==> config.mk <==
export PLATFORM = sky130hd
export DESIGN_NAME = mul_div_unit
export DESIGN_NICKNAME = d
export VERILOG_FILES = /design/src/rtl/mul_div_unit_pkg.sv /design/src/rtl/mul_div_unit_div_step.sv /design/src/rtl/mul_div_unit.sv
export SDC_FILE = /design/constraint.sdc
export NUM_CORES = 1
export LEC_CHECK = 0
export CAP_MARGIN = 25
export CORE_AREA = 2 2 185 187
export DETAILED_ROUTE_END_ITERATION = 10
export DIE_AREA = 0 0 187 189
export GPL_ROUTABILITY_DRIVEN = 0
export PLACE_DENSITY = 0.75
export SYNTH_ARGS = -nofsm -noshare
export SYNTH_HDL_FRONTEND = slang
export SYNTH_SLANG_ARGS = --single-unit
export TNS_END_PERCENT = 100
==> constraint.sdc <==
create_clock -name clock -period 4.6 [get_ports clock]
set_input_delay 0.92 -clock clock [delete_from_list [all_inputs] [get_ports clock]]
set_output_delay 0.92 -clock clock [all_outputs]
set_load 0.05 [all_outputs]
==> src/rtl/mul_div_unit_pkg.sv <==
// Shared constants for the iterative multiply/divide engine:
// op codes, FSM state encoding and default operand width.
package mul_div_unit_pkg;

  localparam int WIDTH_DEF = 32;

  localparam logic OP_MUL = 1'b0;
  localparam logic OP_DIV = 1'b1;

  typedef enum logic [2:0] {
    S_IDLE = 3'd0,
    S_MUL  = 3'd1,
    S_DIV  = 3'd2,
    S_FIX  = 3'd3,
    S_DONE = 3'd4
  } state_e;

endpackage

==> src/rtl/mul_div_unit_div_step.sv <==
// One restoring-division step on magnitudes.
// rem_i/bit_i/dsr_i in; rem_o (next remainder) and q_o (quotient bit) out.
module mul_div_unit_div_step
  import mul_div_unit_pkg::*;
#(
  parameter int WIDTH = WIDTH_DEF
) (
  input  logic [WIDTH-1:0] rem_i,
  input  logic             bit_i,
  input  logic [WIDTH-1:0] dsr_i,
  output logic [WIDTH-1:0] rem_o,
  output logic             q_o
);

  logic [WIDTH:0] shf;
  logic [WIDTH:0] trial;

  // rem_i < dsr_i, so the shifted value fits in WIDTH+1 bits and
  // the trial sign bit alone decides whether to restore.
  assign shf   = {rem_i, bit_i};
  assign trial = shf - {1'b0, dsr_i};
  assign q_o   = ~trial[WIDTH];
  assign rem_o = q_o ? trial[WIDTH-1:0] : shf[WIDTH-1:0];

endmodule

==> src/rtl/mul_div_unit.sv <==
// Iterative signed MUL (radix-2 Booth) / DIV (restoring) engine.
// clock/clear(async low), start/op/a/b in; busy/done/z_hi/z_lo/div_by_zero out.
module mul_div_unit
  import mul_div_unit_pkg::*;
#(
  parameter int WIDTH = WIDTH_DEF
) (
  input  logic             clock,
  input  logic             clear,
  input  logic             start,
  input  logic             op,
  input  logic [WIDTH-1:0] a,
  input  logic [WIDTH-1:0] b,
  output logic             busy,
  output logic             done,
  output logic [WIDTH-1:0] z_hi,
  output logic [WIDTH-1:0] z_lo,
  output logic             div_by_zero
);

  localparam int CW = $clog2(WIDTH) + 1;
  localparam int AW = 2 * WIDTH + 1;
  localparam logic [CW-1:0] LAST = CW'(WIDTH);

  state_e           state_q;
  logic [CW-1:0]    cnt_q;
  logic [AW-1:0]    acc_q;
  logic [WIDTH-1:0] m_q;
  logic [WIDTH-1:0] dvd_q;
  logic [WIDTH-1:0] dsr_q;
  logic [WIDTH-1:0] rem_q;
  logic             sa_q;
  logic             sq_q;
  logic             bz_q;
  logic             busy_q;
  logic             done_q;
  logic [WIDTH-1:0] zhi_q;
  logic [WIDTH-1:0] zlo_q;
  logic             dbz_q;

  logic [WIDTH:0]   hi_x;
  logic [WIDTH:0]   m_x;
  logic [WIDTH:0]   sum_d;
  logic [AW-1:0]    acc_d;
  logic [WIDTH-1:0] rem_d;
  logic             qbit_d;
  logic [WIDTH-1:0] a_mag;
  logic [WIDTH-1:0] b_mag;
  logic [WIDTH-1:0] q_fix;
  logic [WIDTH-1:0] r_fix;

  // acc = {hi[W], lo[W], q-1}. The add is done one bit wider so a
  // most-negative multiplicand cannot overflow before the shift.
  always_comb begin
    hi_x  = {acc_q[AW-1], acc_q[AW-1:WIDTH+1]};
    m_x   = {m_q[WIDTH-1], m_q};
    sum_d = hi_x;
    unique case (acc_q[1:0])
      2'b01:   sum_d = hi_x + m_x;
      2'b10:   sum_d = hi_x - m_x;
      default: sum_d = hi_x;
    endcase
    acc_d = {sum_d, acc_q[WIDTH:1]};
  end

  // Magnitude of the most-negative value is its own unsigned pattern.
  always_comb begin
    a_mag = a[WIDTH-1] ? -a : a;
    b_mag = b[WIDTH-1] ? -b : b;
    q_fix = sq_q ? -dvd_q : dvd_q;
    r_fix = sa_q ? -rem_q : rem_q;
  end

  mul_div_unit_div_step #(
    .WIDTH (WIDTH)
  ) u_div_step (
    .rem_i (rem_q),
    .bit_i (dvd_q[WIDTH-1]),
    .dsr_i (dsr_q),
    .rem_o (rem_d),
    .q_o   (qbit_d)
  );

  always_ff @(posedge clock or negedge clear) begin
    if (!clear) begin
      state_q <= S_IDLE;
      cnt_q   <= '0;
      acc_q   <= '0;
      m_q     <= '0;
      dvd_q   <= '0;
      dsr_q   <= '0;
      rem_q   <= '0;
      sa_q    <= 1'b0;
      sq_q    <= 1'b0;
      bz_q    <= 1'b0;
      busy_q  <= 1'b0;
      done_q  <= 1'b0;
      zhi_q   <= '0;
      zlo_q   <= '0;
      dbz_q   <= 1'b0;
    end else begin
      unique case (state_q)
        S_IDLE: begin
          done_q <= 1'b0;
          if (start) begin
            busy_q <= 1'b1;
            m_q    <= a;
            cnt_q  <= '0;
            if (op == OP_DIV) begin
              state_q <= S_DIV;
              dvd_q   <= a_mag;
              dsr_q   <= b_mag;
              rem_q   <= '0;
              sa_q    <= a[WIDTH-1];
              sq_q    <= a[WIDTH-1] ^ b[WIDTH-1];
              bz_q    <= (b == '0);
            end else begin
              state_q <= S_MUL;
              acc_q   <= {{WIDTH{1'b0}}, b, 1'b0};
            end
          end
        end
        S_MUL: begin
          if (cnt_q == LAST) begin
            state_q <= S_DONE;
            done_q  <= 1'b1;
            zhi_q   <= acc_q[AW-1:WIDTH+1];
            zlo_q   <= acc_q[WIDTH:1];
            dbz_q   <= 1'b0;
          end else begin
            acc_q <= acc_d;
            cnt_q <= cnt_q + 1'b1;
          end
        end
        S_DIV: begin
          if (cnt_q == LAST) begin
            state_q <= S_FIX;
          end else begin
            rem_q <= rem_d;
            dvd_q <= {dvd_q[WIDTH-2:0], qbit_d};
            cnt_q <= cnt_q + 1'b1;
          end
        end
        S_FIX: begin
          state_q <= S_DONE;
          done_q  <= 1'b1;
          dbz_q   <= bz_q;
          if (bz_q) begin
            zhi_q <= m_q;
            zlo_q <= '1;
          end else begin
            zhi_q <= r_fix;
            zlo_q <= q_fix;
          end
        end
        S_DONE: begin
          state_q <= S_IDLE;
          done_q  <= 1'b0;
          busy_q  <= 1'b0;
        end
        default: begin
          state_q <= S_IDLE;
          done_q  <= 1'b0;
          busy_q  <= 1'b0;
        end
      endcase
    end
  end

  assign busy        = busy_q;
  assign done        = done_q;
  assign z_hi        = zhi_q;
  assign z_lo        = zlo_q;
  assign div_by_zero = dbz_q;

endmodule

**Yosys cells after proc, flatten, opt, wreduce, memory -nomap -nowiden**

Cells that the tools add are included.

- Register bits after elaboration: 272
- Input bits: 68
- Output and inout port bits: 67

- $add $sub $neg: 8
- Equal/unequal tests: 15
- Muxes and demuxes: 38
- Bitwise gates (word level): 4
- Reductions and logical operators: 18

Operators by type and width:

| kind | count |
|---|---|
| 2-to-1 mux 32 bit | 15 |
| one-hot mux 32 bit (2 select lines) | 4 |
| 2-to-1 mux 65 bit | 3 |
| one-hot mux 65 bit (2 select lines) | 1 |
| negator 32 bit | 4 |
| one-hot mux 33 bit (2 select lines) | 1 |
| adder 32 x 32 -> 33 bit | 1 |
| subtractor 32 x 32 -> 33 bit | 1 |
| subtractor 33 x 32 -> 33 bit | 1 |
| logical NOT 32 bit | 1 |
| inequality test 2 bit, second input constant | 8 |
| 2-to-1 mux 6 bit | 2 |
| one-hot mux 3 bit (4 select lines) | 1 |
| one-hot mux 6 bit (2 select lines) | 1 |
| 2-to-1 mux 3 bit | 3 |
| AND reduction 3 bit | 3 |
| AND reduction 2 bit | 4 |
| AND reduction 4 bit | 2 |
| nonzero test 2 bit | 4 |
| adder 6 x 1 -> 6 bit, second input constant | 1 |
| equality test 3 x 2 -> 1 bit, second input constant | 2 |
| equality test 6 bit, second input constant | 1 |
| AND reduction 5 bit | 1 |
| one-hot mux 1 bit (2 select lines) | 2 |
| other kinds (12) | 16 |

**Longest topological paths before layout**

Gate-level depths: netlist of the first run.

- Word-level depth: 5
- Gate-level depth with buffers: 18
- Mapped depth without buffers: 18

**Hierarchy**

Synthesis of the first run repeated with hierarchy kept, for this count alone.

- Cell total of the unflattened synthesis: 2206
- Area total of the unflattened synthesis: 18686.7 sq um

By module, submodules not included:

| module | instances | cells each | area an instance (sq um) |
|---|---|---|---|
| mul_div_unit | 1 | 1901 | 16328.2 |
| mul_div_unit_div_step | 1 | 305 | 2358.5 |

**Worst setup path before layout of the first run**

No wires, ideal clock.

- Path kind: reg2reg
- From: register m_q[3]
- To: register acc_q[60]
- Arrival time: 3.943 ns
- Required time: 4.531 ns
- Setup slack: 0.588 ns
- Stages on the path, launching flop included: 17
- Period minus slack after synthesis: 4.012 ns
- Cell sequence: dfrtp_1 -> or3_1 -> nor4_1 -> nand3b_1 -> nor2_1 -> a21o_1 -> o21ai_0 -> xnor2_1 -> ha_1 -> clkbuf_1 -> nand4_1 -> a2111oi_0 -> o41ai_1 -> a21boi_0 -> o21ai_0 -> a2111o_1 -> nand3_1

- Word-level cells in the longest chain between the ends: 4
- Elaborated cells between the ends (all ways): 5

RTL lines:

| element | line | source |
|---|---|---|
| start, declared | mul_div_unit.sv:28 | `logic [WIDTH-1:0] m_q;` |
| start signal, assigned | mul_div_unit.sv:89 | `m_q <= '0;` |
| start signal, assigned | mul_div_unit.sv:107 | `m_q <= a;` |
| subtractor 32 x 32 -> 33 bit / adder 32 x 32 -> 33 bit (equally long branches) | mul_div_unit.sv:60, mul_div_unit.sv:59 |  |
| one-hot mux 33 bit (2 select lines) (*) | mul_div_unit.sv:58 | `unique case (acc_q[1:0])` |
| 2-to-1 mux 65 bit (*) | mul_div_unit.sv:124 | `if (cnt_q == LAST) begin` |
| one-hot mux 65 bit (2 select lines) (*) | mul_div_unit.sv:102 | `unique case (state_q)` |
| end signal, assigned | mul_div_unit.sv:119 | `acc_q <= {{WIDTH{1'b0}}, b, 1'b0};` |
| end, declared | mul_div_unit.sv:27 | `logic [AW-1:0] acc_q;` |

Every way passes the cells marked *; elsewhere a longest branch is shown, timed or not. The select of a mux whose other input is x is not followed.
A chain may end at the register's enable or synchronous reset.

**Worst setup path after layout of the first run**

- From: register m_q[3]
- To: register acc_q[63]

The elaborated chain is that of the path after synthesis.

==> run_summary.xml, run 1 <==
<?xml version="1.0" encoding="UTF-8"?>
<metrics>
  <group name="clock_tree">
    <metric name="cts_max_path_buffers" unit="">3</metric>
    <metric name="cts_buffers" unit="">31</metric>
    <metric name="clkSinkCount" unit="">272</metric>
    <metric name="htree_levels" unit="">1</metric>
    <metric name="postCtsResizedCells" unit="">0</metric>
    <metric name="cts.reportedPaths.clkPinSlew" unit="ps">60</metric>
    <metric name="cts_tree" unit="">built</metric>
    <metric name="postCtsHoldBufs" unit="">0</metric>
    <metric name="post_cts.repair.setup_buffers" unit="">0</metric>
    <metric name="clock_tree.root_cell" unit="">sky130_fd_sc_hd__clkbuf_16</metric>
    <metric name="clk-insertion-delay-late" unit="ps">600</metric>
  </group>
  <group name="worst_setup_path">
    <metric name="rr_startpoint" unit="">m_q[3]$_DFFE_PN0P_</metric>
    <metric name="path_common_cell" unit="">sky130_fd_sc_hd__o21ai_0</metric>
    <metric name="timing.critical_path.arrival" unit="ps">4760</metric>
    <metric name="setup.reg_to_reg.worst_slack" unit="ps">270</metric>
    <metric name="timing.reg2reg.worst_path_depth" unit="">17</metric>
    <metric name="worstPathMaxFanout" unit="">6</metric>
    <metric name="top_cell_family_by_delay_on_the_critical_path" unit="">compound AO/OA/AOI/OAI gates</metric>
    <metric name="crit_path_required_time" unit="ps">5030</metric>
    <metric name="critical_path_class" unit="">reg2reg</metric>
    <metric name="path_buf_inv" unit="">1</metric>
    <metric name="regToRegEndpoint" unit="">acc_q[63]$_DFFE_PN0P_</metric>
    <metric name="max_stage_delay" unit="ps">430</metric>
    <metric name="crit_chain" unit="">or3_1 &gt; buf_4 &gt; nor4_2 &gt; nand2_1 &gt; nor2_1 &gt; nor2_1 &gt; xnor2_1 &gt; ha_1 &gt; a21oi_1 &gt; o21ai_0 &gt; a21oi_1 &gt; o21ai_0 &gt; a21o_1 &gt; a221o_1 &gt; a221oi_1 &gt; xor2_1 &gt; o21ai_0</metric>
    <metric name="max_stage_delay_cell_worst_path" unit="">sky130_fd_sc_hd__dfrtp_1</metric>
    <metric name="critPathLaunchType" unit="">flop</metric>
    <metric name="critPathCaptureType" unit="">flop</metric>
  </group>
  <group name="drt">
    <metric name="drc_errors" unit="">0</metric>
    <metric name="via_per_inst" unit="">6.21</metric>
    <metric name="vias" unit="">17200</metric>
    <metric name="antenna_violating_nets_post_route" unit="">0</metric>
    <metric name="wl_per_cell" unit="um">20.5</metric>
    <metric name="detailedRoute.firstIterationViolations" unit="">1814</metric>
    <metric name="wl" unit="um">56600</metric>
    <metric name="number_of_optimization_iterations_in_the_first_detailed_route_pass" unit="">6</metric>
  </group>
  <group name="floorplanning">
    <metric name="die_width" unit="um">187</metric>
    <metric name="floorplan.die_area" unit="sq um">35300</metric>
    <metric name="io-pin-count" unit="">135</metric>
    <metric name="start_util" unit="">0.556</metric>
    <metric name="total_core_area" unit="sq um">33300</metric>
    <metric name="site_rows" unit="">67</metric>
    <metric name="dieHeight" unit="um">189</metric>
  </group>
  <group name="placed_design">
    <metric name="place_hpwl" unit="um">41900</metric>
    <metric name="dpl.cell_count" unit="">2702</metric>
    <metric name="buffer_ports.inserted" unit="">134</metric>
  </group>
  <group name="yosys">
    <metric name="synth-edff-count" unit="">0</metric>
    <metric name="synthesis.area" unit="sq um">18500</metric>
    <metric name="share_of_synthesized_registers_carrying_an_async_set_or_reset" unit="">1.00</metric>
    <metric name="synth.ff_latch_count" unit="">272</metric>
    <metric name="synth-main-ff-cell" unit="">sky130_fd_sc_hd__dfrtp_1</metric>
    <metric name="yosys_warnings" unit="">0</metric>
    <metric name="seq_area_frac_synth" unit="">0.368</metric>
    <metric name="syn-mean-instance-area" unit="sq um">8.41</metric>
    <metric name="post_synth_inst_count" unit="">2201</metric>
    <metric name="postSynthNetCount" unit="">2343</metric>
    <metric name="synth_cell_types" unit="">73</metric>
  </group>
  <group name="cells_and_area">
    <metric name="number_of_inserted_diodes" unit="">0</metric>
    <metric name="fillCellCount" unit="">2832</metric>
    <metric name="final_cell_mix" unit="">301 x sky130_fd_sc_hd__o21ai_0, 274 x sky130_fd_sc_hd__nand2_1, 271 x sky130_fd_sc_hd__dfrtp_1</metric>
    <metric name="nets" unit="">2431</metric>
    <metric name="drive_gt1_frac" unit="">0.0700</metric>
    <metric name="layout.cells.non_filler" unit="">2762</metric>
    <metric name="commonest_non_fill_non_tap_cell_in_the_layout" unit="">sky130_fd_sc_hd__o21ai_0</metric>
    <metric name="area_delta_synth_final" unit="%">16.8</metric>
  </group>
  <group name="global_route">
    <metric name="pin_count_of_the_biggest_net_entering_global_routing" unit="">80</metric>
    <metric name="globalRouteTotalUtil" unit="">0.315</metric>
    <metric name="total_congestion_overflow" unit="">0</metric>
    <metric name="antenna_found_initial" unit="">0</metric>
    <metric name="first_global_vias" unit="">16000</metric>
    <metric name="first_pass_grt_wire_length" unit="um">88700</metric>
  </group>
  <group name="sta">
    <metric name="worst_pin_slew" unit="ps">856</metric>
    <metric name="setup_total_negative_slack" unit="ps">0</metric>
    <metric name="hold-worst-slack" unit="ps">307</metric>
    <metric name="clock_skew" unit="ps">25.6</metric>
    <metric name="hold_violations" unit="">0</metric>
    <metric name="fmax" unit="MHz">231</metric>
    <metric name="timing.final.crit_share" unit="">0.942</metric>
    <metric name="setup_viol_count_final" unit="">0</metric>
    <metric name="unrepaired_setup_endpoints_after_global_routing" unit="">no</metric>
    <metric name="timing_max_transition_violations_final" unit="">0</metric>
    <metric name="worst_slew_margin_rel" unit="">0.428</metric>
    <metric name="timing.final.crit_period" unit="ps">4330</metric>
  </group>
  <group name="outcome">
    <metric name="outcome" unit="">completed</metric>
  </group>
  <group name="hold_path">
    <metric name="hold_path_class" unit="">in2async</metric>
  </group>
  <group name="flow_run">
    <metric name="drv_cap" unit="">0</metric>
  </group>
  <group name="power_and_ir_drop">
    <metric name="leakage_power" unit="nW">9.23</metric>
    <metric name="p_per_area" unit="nW/um^2">899</metric>
    <metric name="peakVddDrop" unit="uV">578</metric>
  </group>
</metrics>
-- synthesized netlist by cell type (all sizes together) (8+ instances only) --
cell type  number  area (sq um)
o21a           10          75.1
or4            25           206
o41ai          20           175
o22ai          35           219
o211ai          8          60.1
and3           11          68.8
xor2          100           876
a22oi          13          97.6
nor4           15           121
o21bai         10          75.1
nand3b          8          60.1
nor2b          14          87.6
o31ai          38           299
a31oi          10          62.6
nand2         275          1030
and2            9          56.3
mux2i          63           631
a211oi         17           128
xnor2          96           841
a21oi         143           716
nand2b         19           119
mux2           27           304
or3            17           121
clkbuf        115           432
ha             72           901
nand4          15          93.8
inv            77           289
o21ai         307          1540
dfrtp         272          6810
buf            11          43.8
nand3          43           215
nor3           43           215
a22o           12           105
a32oi          10          87.6
nor2          147           552
a21o           33           248
-- final cells by class --
| class | instances | area (sq um) | area share |
|---|---|---|---|
| multi-input combinational | 1726 | 11000 | 0.510 |
| clock buffer | 36 | 825 | 0.0381 |
| inverter | 77 | 289 | 0.0134 |
| tap | 448 | 561 | 0.0259 |
| timing repair buffer | 181 | 1790 | 0.0827 |
| sequential | 272 | 6810 | 0.315 |
| clock inverter | 22 | 340 | 0.0157 |
-- worst max-delay path by stage --
stage | startpoint | slack [ps] | end | depth (start not counted)
floorplan | m_q[3]$_DFFE_PN0P_ | 590 | acc_q[60]$_DFFE_PN0P_ | 16
global placement | m_q[3]$_DFFE_PN0P_ | 210 | acc_q[64]$_DFFE_PN0P_ | 17
detailed placement | m_q[3]$_DFFE_PN0P_ | 210 | acc_q[64]$_DFFE_PN0P_ | 17
CTS | m_q[3]$_DFFE_PN0P_ | 170 | acc_q[64]$_DFFE_PN0P_ | 17
global route | m_q[3]$_DFFE_PN0P_ | 50 | acc_q[63]$_DFFE_PN0P_ | 17
finish | m_q[3]$_DFFE_PN0P_ | 270 | acc_q[63]$_DFFE_PN0P_ | 17
-- where the power goes --
part | switching [mW] | total (mW) | internal (mW)
Combinational | 7.25 | 11.9 | 4.67
Sequential | 1.30 | 4.74 | 3.44
Clock | 1.10 | 2.80 | 1.69
-- logic make-up after synthesis --
| family | Yosys count | synth area share |
|---|---|---|
| multiplexers | 90 | 0.0505 |
| XOR/XNOR | 196 | 0.0927 |
| flip-flops | 272 | 0.368 |
| buffers and inverters | 203 | 0.0413 |
| AO/OA/AOI/OAI | 708 | 0.231 |
| adder cells (fa/ha/maj) | 74 | 0.0508 |
| AND/OR/NAND/NOR | 658 | 0.167 |
-- metal layers --
metal	wire, um	global-route usage
met5	0	0
met4	3120	0.157
met3	4540	0.0480
met2	24700	0.481
met1	24300	0.437
-- registers in the layout, summed over array words and instances (netlist names), 3 cells and up --
name,cells
acc_q,65
dvd_q,32
state_q,3
cnt_q,6
m_q,32
z_lo,32
rem_q,32
z_hi,32
dsr_q,32
-- stage by stage --
| stage | area, sq um | worst slack [ps] | total power, mW | util |
|---|---|---|---|---|
| after floorplan | 18500 | 588 | 12.9 | - |
| after global placement | 20400 | 214 | 16.0 | 0.612 |
| after detailed placement | 20400 | 213 | 16.3 | 0.613 |
| after CTS | 21600 | 169 | 19.2 | 0.648 |
| after global routing | 21600 | 48.2 | 20.7 | 0.650 |
| final | 21600 | 266 | 19.5 | 0.650 |
No activity file was read; power rests on OpenSTA's default activity.
==> run 2, diff against run 1 <==
- CORE_AREA: 2 2 185 187 -> 2 2 252 254
- DIE_AREA: 0 0 187 189 -> 0 0 254 256
- PLACE_DENSITY: 0.75 -> 0.45
- SLEW_MARGIN: not set -> 20
==> run_summary.xml, run 2 (same netlist as run 1, synthesis figures left out) <==
<?xml version="1.0" encoding="UTF-8"?>
<metrics>
  <group name="clock_tree">
    <metric name="postCtsHoldBufs" unit="">0</metric>
    <metric name="post_cts.repair.setup_buffers" unit="">0</metric>
    <metric name="clock_tree.root_cell" unit="">sky130_fd_sc_hd__clkbuf_16</metric>
    <metric name="clk-insertion-delay-late" unit="ps">560</metric>
    <metric name="htree_levels" unit="">2</metric>
    <metric name="postCtsResizedCells" unit="">0</metric>
    <metric name="cts.reportedPaths.clkPinSlew" unit="ps">60</metric>
    <metric name="cts_buffers" unit="">36</metric>
    <metric name="clkSinkCount" unit="">272</metric>
    <metric name="cts_max_path_buffers" unit="">3</metric>
    <metric name="cts_tree" unit="">built</metric>
  </group>
  <group name="outcome">
    <metric name="outcome" unit="">completed</metric>
  </group>
  <group name="drt">
    <metric name="detailedRoute.firstIterationViolations" unit="">1212</metric>
    <metric name="drc_errors" unit="">0</metric>
    <metric name="number_of_optimization_iterations_in_the_first_detailed_route_pass" unit="">5</metric>
    <metric name="vias" unit="">16500</metric>
    <metric name="wl_per_cell" unit="um">20.8</metric>
    <metric name="antenna_violating_nets_post_route" unit="">0</metric>
    <metric name="wl" unit="um">65800</metric>
    <metric name="via_per_inst" unit="">5.22</metric>
  </group>
  <group name="cells_and_area">
    <metric name="register_with_the_most_flip_flops" unit="">acc_q</metric>
    <metric name="fillCellCount" unit="">6530</metric>
    <metric name="area_delta_synth_final" unit="%">19.6</metric>
    <metric name="layout.area.seq" unit="sq um">6810</metric>
    <metric name="final_cell_mix" unit="">300 x sky130_fd_sc_hd__o21ai_0, 274 x sky130_fd_sc_hd__nand2_1, 271 x sky130_fd_sc_hd__dfrtp_1</metric>
    <metric name="drive_gt1_frac" unit="">0.0724</metric>
    <metric name="commonest_non_fill_non_tap_cell_in_the_layout" unit="">sky130_fd_sc_hd__o21ai_0</metric>
    <metric name="multi_input_area" unit="sq um">11000</metric>
    <metric name="number_of_inserted_diodes" unit="">0</metric>
    <metric name="largest_register_ff_count" unit="">65</metric>
    <metric name="nets" unit="">2435</metric>
  </group>
  <group name="floorplanning">
    <metric name="io-pin-count" unit="">135</metric>
    <metric name="total_core_area" unit="sq um">62400</metric>
    <metric name="die_width" unit="um">254</metric>
    <metric name="floorplan.die_area" unit="sq um">65000</metric>
    <metric name="start_util" unit="">0.297</metric>
    <metric name="dieHeight" unit="um">256</metric>
    <metric name="site_rows" unit="">92</metric>
  </group>
  <group name="global_route">
    <metric name="total_congestion_overflow" unit="">0</metric>
    <metric name="first_global_vias" unit="">16000</metric>
    <metric name="antenna_found_initial" unit="">0</metric>
    <metric name="globalRouteTotalUtil" unit="">0.201</metric>
    <metric name="first_pass_grt_wire_length" unit="um">101000</metric>
    <metric name="pin_count_of_the_biggest_net_entering_global_routing" unit="">91</metric>
  </group>
  <group name="worst_setup_path">
    <metric name="timing.reg2reg.worst_path_depth" unit="">19</metric>
    <metric name="rr_startpoint" unit="">m_q[3]$_DFFE_PN0P_</metric>
    <metric name="regToRegEndpoint" unit="">acc_q[64]$_DFFE_PN0P_</metric>
    <metric name="critPathLaunchType" unit="">flop</metric>
    <metric name="timing.critical_path.arrival" unit="ps">4770</metric>
    <metric name="setup.reg_to_reg.worst_slack" unit="ps">320</metric>
    <metric name="crit_path_required_time" unit="ps">5090</metric>
    <metric name="critPathCaptureType" unit="">flop</metric>
    <metric name="worstPathMaxFanout" unit="">7</metric>
    <metric name="startpoint" unit="">m_q[3]$_DFFE_PN0P_</metric>
    <metric name="critical_path_class" unit="">reg2reg</metric>
  </group>
  <group name="sta">
    <metric name="setup_ws" unit="ps">322</metric>
    <metric name="timing.final.crit_share" unit="">0.930</metric>
    <metric name="hold_violations" unit="">0</metric>
    <metric name="fmax" unit="MHz">234</metric>
    <metric name="setup_viol_count_final" unit="">0</metric>
    <metric name="unrepaired_setup_endpoints_after_global_routing" unit="">no</metric>
    <metric name="timing_max_transition_violations_final" unit="">0</metric>
    <metric name="worst_pin_slew" unit="ps">1000</metric>
    <metric name="setup_total_negative_slack" unit="ps">0</metric>
    <metric name="timing.final.crit_period" unit="ps">4280</metric>
    <metric name="worst_slew_margin_rel" unit="">0.333</metric>
    <metric name="clock_skew" unit="ps">28.7</metric>
  </group>
  <group name="placed_design">
    <metric name="place_hpwl" unit="um">50100</metric>
    <metric name="buffer_ports.inserted" unit="">134</metric>
    <metric name="worst_setup_timing_slack_at_the_placement_stage" unit="ps">186</metric>
  </group>
  <group name="power_and_ir_drop">
    <metric name="p_per_area" unit="nW/um^2">888</metric>
    <metric name="peakVddDrop" unit="uV">390</metric>
    <metric name="leakage_power" unit="nW">9.27</metric>
  </group>
  <group name="hold_path">
    <metric name="hold_path_class" unit="">in2async</metric>
  </group>
  <group name="flow_run">
    <metric name="drv_cap" unit="">0</metric>
  </group>
</metrics>
==> run 2: worst max path at each step <==
stage                            end  slack [ps]  cells past startpoint
6_report       acc_q[64]$_DFFE_PN0P_         320                     19
5_1_grt        acc_q[63]$_DFFE_PN0P_          40                     16
4_1_cts        acc_q[60]$_DFFE_PN0P_         190                     18
3_5_place_dp   acc_q[60]$_DFFE_PN0P_         190                     18
3_3_place_gp   acc_q[60]$_DFFE_PN0P_         160                     18
2_1_floorplan  acc_q[60]$_DFFE_PN0P_         590                     16
==> run 2: final cells by class <==
type,count,share of cell area
Multi-Input combinational cell,1726,0.498
Sequential cell,272,0.307
Timing Repair Buffer,180,0.0779
Clock buffer,53,0.0500
Tap cell,846,0.0478
Inverter,77,0.0131
Clock inverter,11,0.00559
==> run 2: worst max-delay path: stages (launching register included) <==
cell and delay (ps):
sky130_fd_sc_hd__dfrtp_1 420, sky130_fd_sc_hd__or3_1 480, sky130_fd_sc_hd__nor4_1 230, sky130_fd_sc_hd__buf_4 170, sky130_fd_sc_hd__nand3b_1 110, sky130_fd_sc_hd__nor2_2 160
sky130_fd_sc_hd__buf_4 140, sky130_fd_sc_hd__a21oi_1 70, sky130_fd_sc_hd__xnor2_1 150, sky130_fd_sc_hd__ha_1 370, sky130_fd_sc_hd__a21oi_1 190, sky130_fd_sc_hd__o21ai_0 150
sky130_fd_sc_hd__a21oi_1 200, sky130_fd_sc_hd__nor2_1 80, sky130_fd_sc_hd__o41ai_1 370, sky130_fd_sc_hd__buf_4 190, sky130_fd_sc_hd__a21o_1 140, sky130_fd_sc_hd__a211oi_1 90
sky130_fd_sc_hd__or4_1 410, sky130_fd_sc_hd__nand3_1 90
==> run 2: per-layer routing <==
layer  share of wire  GRT usage  up-vias
met5               0          0        -
met4           0.018     0.0443        0
met3           0.042     0.0232       64
met2            0.45      0.312      410
met1            0.49      0.299     7949
li1                -          -     8099
==> run 2: stage by stage <==
stage | cell area (sq um) | hold slack (ps) | power (mW) | instances | utilization
floorplan | 18500 | 450 | 12.9 | 2201 | -
global placement | 20900 | 463 | 16.6 | 3101 | 0.335
detailed placement | 20900 | 472 | 16.7 | 3101 | 0.335
CTS | 22100 | 420 | 19.7 | 3165 | 0.355
global route | 22100 | 455 | 21.3 | 3165 | 0.355
finish | 22100 | 413 | 19.7 | 3165 | 0.355
==> run 2: report_power, final <==
part	switching, mW	leakage [nW]	internal (mW)
Clock	1.15	0.613	1.78
Combinational	7.34	5.21	4.63
Sequential	1.32	3.45	3.44
Total	9.80	9.27	9.86
==> run 3, diff against run 2 <==
- ABC_CLOCK_PERIOD_IN_PS: not set -> 4600
- HOLD_SLACK_MARGIN: not set -> 0.12
==> results of run 3 <==
No change in the layout: final DEF, timing and power equal those of run 2.
